[src/rtl/l1_arb_pkg.sv]
// Shared definitions for the L1->L2 port arbiter.
//   - arb_state_e : arbiter FSM state encoding
//   - GNT_*       : one-hot grant codes driven on grant_o
//   - state_grant : maps an FSM state to its grant code
package l1_arb_pkg;

  typedef enum logic [1:0] {
    IDLE    = 2'd0,
    GRANT_I = 2'd1,
    GRANT_D = 2'd2
  } arb_state_e;

  localparam logic [1:0] GNT_NONE = 2'b00;
  localparam logic [1:0] GNT_I    = 2'b01;
  localparam logic [1:0] GNT_D    = 2'b10;

  function automatic logic [1:0] state_grant(input arb_state_e st);
    case (st)
      GRANT_I: state_grant = GNT_I;
      GRANT_D: state_grant = GNT_D;
      default: state_grant = GNT_NONE;
    endcase
  endfunction

endpackage

[src/rtl/l1_arb_beat_counter.sv]
// Block-word counter for one granted transaction.
//   clock_i, reset_i : clock, asynchronous active-low reset
//   clear_i          : hold the counter at zero (no transaction active)
//   beat_i           : one word completed this cycle
//   count_o          : words completed so far in the current block
//   done_o           : this beat is the last word of the block
module l1_arb_beat_counter #(
  parameter int BLOCK_WORDS = 8
) (
  input  logic                           clock_i,
  input  logic                           reset_i,
  input  logic                           clear_i,
  input  logic                           beat_i,
  output logic [$clog2(BLOCK_WORDS):0]   count_o,
  output logic                           done_o
);

  localparam int CW = $clog2(BLOCK_WORDS) + 1;
  localparam logic [CW-1:0] LAST = CW'(BLOCK_WORDS - 1);

  logic [CW-1:0] count_q, count_d;

  assign done_o  = beat_i && (count_q == LAST);
  assign count_o = count_q;

  // NOTE: every combinational output gets a default first so no path leaves it unassigned (no latch).
  always_comb begin
    count_d = count_q;
    if (clear_i || done_o) begin
      count_d = '0;
    end else if (beat_i) begin
      count_d = count_q + 1'b1;
    end
  end

  // NOTE: sequential state uses non-blocking assignments so all flops update together at the edge.
  always_ff @(posedge clock_i or negedge reset_i) begin
    if (!reset_i) begin
      count_q <= '0;
    end else begin
      count_q <= count_d;
    end
  end

endmodule

[src/rtl/l1_l2_port_arbiter.sv]
// Arbiter sharing the single L1->L2 transfer port between the L1 I-cache
// (requester I) and the L1 D-cache (requester D).
//   clock_i, reset_i      : clock, asynchronous active-low reset
//   l1i_* / l1d_* inputs  : block request, direction, address, write data, word strobes
//   l1i_* / l1d_* outputs : buffer handshakes and read data, live for the granted side only
//   buf_*                 : muxed port towards the L1/L2 txrx buffer
//   grant_o               : one-hot grant ([0] = I, [1] = D), busy_o = grant active
// Fixed priority to I; after MAX_WAIT consecutive I grants lost by D, D is forced.
module l1_l2_port_arbiter
  import l1_arb_pkg::*;
#(
  parameter int BLOCK_WORDS = 8,
  parameter int MAX_WAIT    = 4
) (
  input  logic        clock_i,
  input  logic        reset_i,
  input  logic        l1i_req_i,
  input  logic        l1d_req_i,
  input  logic        l1i_rw_i,
  input  logic        l1d_rw_i,
  input  logic [23:0] l1i_add_i,
  input  logic [23:0] l1d_add_i,
  input  logic [31:0] l1i_data_i,
  input  logic [31:0] l1d_data_i,
  input  logic        l1i_write_i,
  input  logic        l1d_write_i,
  input  logic        l1i_read_i,
  input  logic        l1d_read_i,
  output logic        l1i_ready_read_o,
  output logic        l1d_ready_read_o,
  output logic        l1i_ready_write_o,
  output logic        l1d_ready_write_o,
  output logic [31:0] l1i_data_o,
  output logic [31:0] l1d_data_o,
  output logic        buf_req_o,
  output logic        buf_rw_o,
  output logic [23:0] buf_add_o,
  output logic [31:0] buf_data_o,
  output logic        buf_write_o,
  output logic        buf_read_o,
  input  logic        buf_ready_read_i,
  input  logic        buf_ready_write_i,
  input  logic [31:0] buf_data_i,
  output logic [1:0]  grant_o,
  output logic        busy_o
);

  localparam logic [3:0] WAIT_MAX = 4'(MAX_WAIT);

  arb_state_e  state_q, state_d;
  logic [1:0]  grant_q, grant_d;
  logic [3:0]  wait_q, wait_d;

  logic        gnt_i, gnt_d;
  logic        sel_req, sel_rw, sel_write, sel_read;
  logic        beat, done, early_rel;
  logic [$clog2(BLOCK_WORDS):0] beat_count;

  assign gnt_i = grant_q[0];
  assign gnt_d = grant_q[1];

  // Granted requester's controls; all zero when idle so no beat can be seen.
  always_comb begin
    sel_req    = 1'b0;
    sel_rw     = 1'b0;
    sel_write  = 1'b0;
    sel_read   = 1'b0;
    buf_add_o  = '0;
    buf_data_o = '0;
    if (gnt_i) begin
      sel_req    = l1i_req_i;
      sel_rw     = l1i_rw_i;
      sel_write  = l1i_write_i;
      sel_read   = l1i_read_i;
      buf_add_o  = l1i_add_i;
      buf_data_o = l1i_data_i;
    end else if (gnt_d) begin
      sel_req    = l1d_req_i;
      sel_rw     = l1d_rw_i;
      sel_write  = l1d_write_i;
      sel_read   = l1d_read_i;
      buf_add_o  = l1d_add_i;
      buf_data_o = l1d_data_i;
    end
  end

  assign buf_req_o   = sel_req;
  assign buf_rw_o    = sel_rw;
  assign buf_write_o = sel_write;
  assign buf_read_o  = sel_read;

  assign l1i_ready_read_o  = gnt_i & buf_ready_read_i;
  assign l1i_ready_write_o = gnt_i & buf_ready_write_i;
  assign l1i_data_o        = gnt_i ? buf_data_i : '0;
  assign l1d_ready_read_o  = gnt_d & buf_ready_read_i;
  assign l1d_ready_write_o = gnt_d & buf_ready_write_i;
  assign l1d_data_o        = gnt_d ? buf_data_i : '0;

  assign grant_o = grant_q;
  assign busy_o  = |grant_q;

  assign beat = sel_rw ? (buf_ready_write_i & sel_write) : (buf_ready_read_i & sel_read);

  // A requester may withdraw only before its first word; once words move the block must finish.
  assign early_rel = (state_q != IDLE) && !sel_req && (beat_count == '0) && !beat;

  l1_arb_beat_counter #(
    .BLOCK_WORDS(BLOCK_WORDS)
  ) u_beat_counter (
    .clock_i (clock_i),
    .reset_i (reset_i),
    .clear_i (state_q == IDLE),
    .beat_i  (beat),
    .count_o (beat_count),
    .done_o  (done)
  );

  always_comb begin
    state_d = state_q;
    grant_d = grant_q;
    wait_d  = wait_q;
    case (state_q)
      IDLE: begin
        if (l1d_req_i && (!l1i_req_i || wait_q == WAIT_MAX)) begin
          state_d = GRANT_D;
          wait_d  = '0;
        end else if (l1i_req_i) begin
          state_d = GRANT_I;
          // D lost this round; age it, saturating so it never wraps.
          if (l1d_req_i && wait_q != WAIT_MAX) wait_d = wait_q + 1'b1;
        end
      end
      GRANT_I, GRANT_D: begin
        if (done || early_rel) state_d = IDLE;
      end
      default: state_d = IDLE;
    endcase
    grant_d = state_grant(state_d);
  end

  always_ff @(posedge clock_i or negedge reset_i) begin
    if (!reset_i) begin
      state_q <= IDLE;
      grant_q <= GNT_NONE;
      wait_q  <= '0;
    end else begin
      state_q <= state_d;
      grant_q <= grant_d;
      wait_q  <= wait_d;
    end
  end

endmodule

[config.mk]
export PLATFORM = sky130hd
export DESIGN_NAME = l1_l2_port_arbiter
export DESIGN_NICKNAME = d
export VERILOG_FILES = /design/src/rtl/l1_arb_pkg.sv /design/src/rtl/l1_arb_beat_counter.sv /design/src/rtl/l1_l2_port_arbiter.sv
export SDC_FILE = /design/constraint.sdc
export NUM_CORES = 1
export LEC_CHECK = 0
export CAP_MARGIN = 20
export CORE_AREA = 8 8 104 106
export DETAILED_ROUTE_END_ITERATION = 16
export DIE_AREA = 0 0 112 114
export GPL_ROUTABILITY_DRIVEN = 0
export GPL_TIMING_DRIVEN = 1
export MAX_ROUTING_LAYER = met4
export PLACE_DENSITY = 0.74
export RECOVER_POWER = 100
export SLEW_MARGIN = 20
export SYNTH_ARGS = -nofsm -noshare
export SYNTH_HDL_FRONTEND = slang
export SYNTH_SLANG_ARGS = --single-unit
[constraint.sdc]
create_clock -name clock_i -period 2.4 [get_ports clock_i]
set_clock_uncertainty 0.1 [all_clocks]
set_input_delay 0.72 -clock clock_i [delete_from_list [all_inputs] [get_ports clock_i]]
set_output_delay 0.72 -clock clock_i [all_outputs]
set_load 0.01 [all_outputs]
==> flow_summary.yaml <==
timing:
  tightest_slew_ps: 560
  rsz0062_at_grt: "false"
  fmax_mhz: 419
  setup_viol: 0
  hold_viol_final: 0
  setup_ws_ps: 15.6
  fin_crit_ps: 2380
  slew_viol_final: 0
  hold_ws_ps: 413
  period_share_pct: 99.3
  slew_headroom_pct: 62.5
setup_path:
  ff2ff_setup_slack_ps: 230
  max_stage_delay_ps: 480
  path_max_fanout: 2
  critPathKind: "in2out"
  crit_chain: "clkdlybuf4s50_1, and2_1, clkdlybuf4s15_2"
  critPathCaptureType: "output pin"
  r2r-start: "grant_o[0]"
  cp.required_ps: 1580
  path_delay_family: "buffers and inverters"
  critPathLaunchType: "primary input"
  cp.buffers_inverters: 2
  reg2reg_to: "grant_o[1]"
  cp_slowest_cell: "clkdlybuf4s50_1"
  ff2ff_path_depth: 7
  worst_ep_arrival_time_ps: 1560
clock_tree:
  htreeDepth: 1
  cts_tree: "yes"
  clk_latency_ps: 250
  clk_path_buf_depth: 2
  cts_buffers: 3
  root_buffer: "clkbuf_8"
  clkSinkCount: 12
  postCtsSetupRepairBufs: 0
  postCtsHoldBufs: 0
  clk_pin_slew_ps: 50
layout:
  finalNetCount: 696
  area_growth_pct: 136
  layout_commonest_cell: "clkdlybuf4s50_1"
  final_util_pct: 49.3
  final_cell_mix: "clkdlybuf4s50_1 (142), clkbuf_1 (65), and2_1 (64)"
  drive_above_1_share_pct: 16.9
min_path:
  hold_start: "wait_q[2]"
  holdPathStages: 1
  min_path_type: "reg2reg"
  min_to: "wait_q[2]"
drt:
  dr_wl_met3_mm: 1.90
  wl_per_cell_um: 21.9
  antenna_left: 0
  met2_length_mm: 6.78
  met1_length_mm: 5.31
  vias_per_cell: 4.59
  drt-pass1-iter-count: 4
  vias: 2962
  wl_mm: 14.2
  top_layer_used: "met4"
  drc: 0
  drt_iter0_drc: 198
place:
  dp_hpwl_mm: 12.3
  post-place-ws_ps: -515
  portBuffers: 286
floorplan:
  core_area_sq_um: 9110
  dieArea_sq_um: 12800
  pin_count: 287
  num_rows: 35
  start_util_pct: 20.9
  die_height_um: 114
  fp.dieW_um: 112
synth:
  synth.cell_area_sq_um: 1900
  synth-edff-count: 0
  synth_seq_cells: 12
  synthArstFlopShare_pct: 100
  synthesis.nets: 404
  syn_area_per_cell_sq_um: 7.86
  synth_cell_types: 40
  synthCells: 242
  yosysWarnings: 0
  synth.yosys.seq_area_share_pct: 15.8
  ys.flop_type: "dfrtp_1"
pwr:
  leakage_nw: 1.98
  p_per_area_nw_per_um2: 665
  peakVddDrop_uv: 506
grt:
  grt_use_total_pct: 21.1
  grt_pass1_wl_mm: 20.1
  grt_pass1_vias: 3110
  grt_max_degree: 48
  grt_overflow: 0
  grt_antenna_before_repair: 2
flow_run:
  max-cap-violations: 0
status:
  status: "completed"
==> worst max path at each step <==
stage,startpoint,end,slack (ps),cells past startpoint
5_1_grt,buf_data_i[9],l1i_data_o[9],1,3
3_3_place_gp,l1d_req_i,buf_req_o,-510,4
6_report,buf_data_i[2],l1i_data_o[2],20,3
4_1_cts,l1i_data_i[22],buf_data_o[22],0.06,3
3_5_place_dp,l1d_req_i,buf_req_o,-510,4
2_1_floorplan,grant_o[1],buf_add_o[0],150,5
==> worst reg2reg max path, delay by kind of cell (launching register included) <==
kind	cells	cell delay, ps
buf+inv	2	290
flops	1	440
compound gates	3	860
simple gates	2	370
==> metrics by stage <==
step           power [mW]  TNS (ps)  cell area [sq um]  instances
6_report             2.99         0               4490        646
5_1_grt              3.23         0               4490        646
4_1_cts              3.28         0               4920        644
3_5_place_dp         3.34    -40240               5030        640
3_3_place_gp         3.31    -39850               5030        640
2_1_floorplan        1.63         0               1900        242
==> state kept, by name, indices dropped and copies added (netlist names) <==
name and count:
wait_q 4, u_beat_counter.count_o 4, grant_o 2, state_q 2
==> final cells by class <==
cell class,instances,area (sq um)
antenna,2,5.00
clock buffer,4,55.1
fill,952,4620
inverter,9,33.8
multi-input combinational,198,1460
sequential,12,302
tap,111,139
timing repair buffer,310,2500
==> report_power, final <==
group          internal (mW)  leakage (nW)  switching, mW  total [mW]
clock                  0.145        0.0288         0.0782       0.223
sequential             0.264         0.157         0.0694       0.333
combinational           1.18          1.80           1.25        2.43
==> repair_timing <==
action	in CTS	in global routing
gates cloned	0	0
pin swaps	1	1
gates resized for setup	381	82
setup endpoints to repair	134	81
==> routing by layer <==
layer / track usage, % / vias up
met5: - / -
met1: 22.1 / 1344
met2: 35.3 / 147
li1: - / 1460
met3: 11.1 / 11
met4: 3.15 / 0
==> cell usage after synthesis (all sizes together), types with 2 or more instances <==
cell type | n | area [sq um]
and2 | 72 | 457
a22o | 57 | 499
clkbuf | 17 | 75.1
nand2 | 16 | 60.1
dfrtp | 12 | 300
inv | 9 | 33.8
o21ai | 9 | 56.3
a21oi | 6 | 30.0
buf | 6 | 38.8
ha | 6 | 75.1
nand3 | 4 | 20.0
nor2 | 4 | 15.0
nand3b | 3 | 26.3
a221oi | 2 | 30.0
and2b | 2 | 16.3
o211ai | 2 | 15.0
==> cell families after synthesis <==
group                      synth area share (%)
buffers and inverters                      7.76
AOI/OAI and AO/OA                          36.5
DFF                                        15.8
and+or+nand+nor                            35.4
muxes                                     0.592
adders and majority gates                  3.95
No activity file was read; power rests on OpenSTA's default activity.
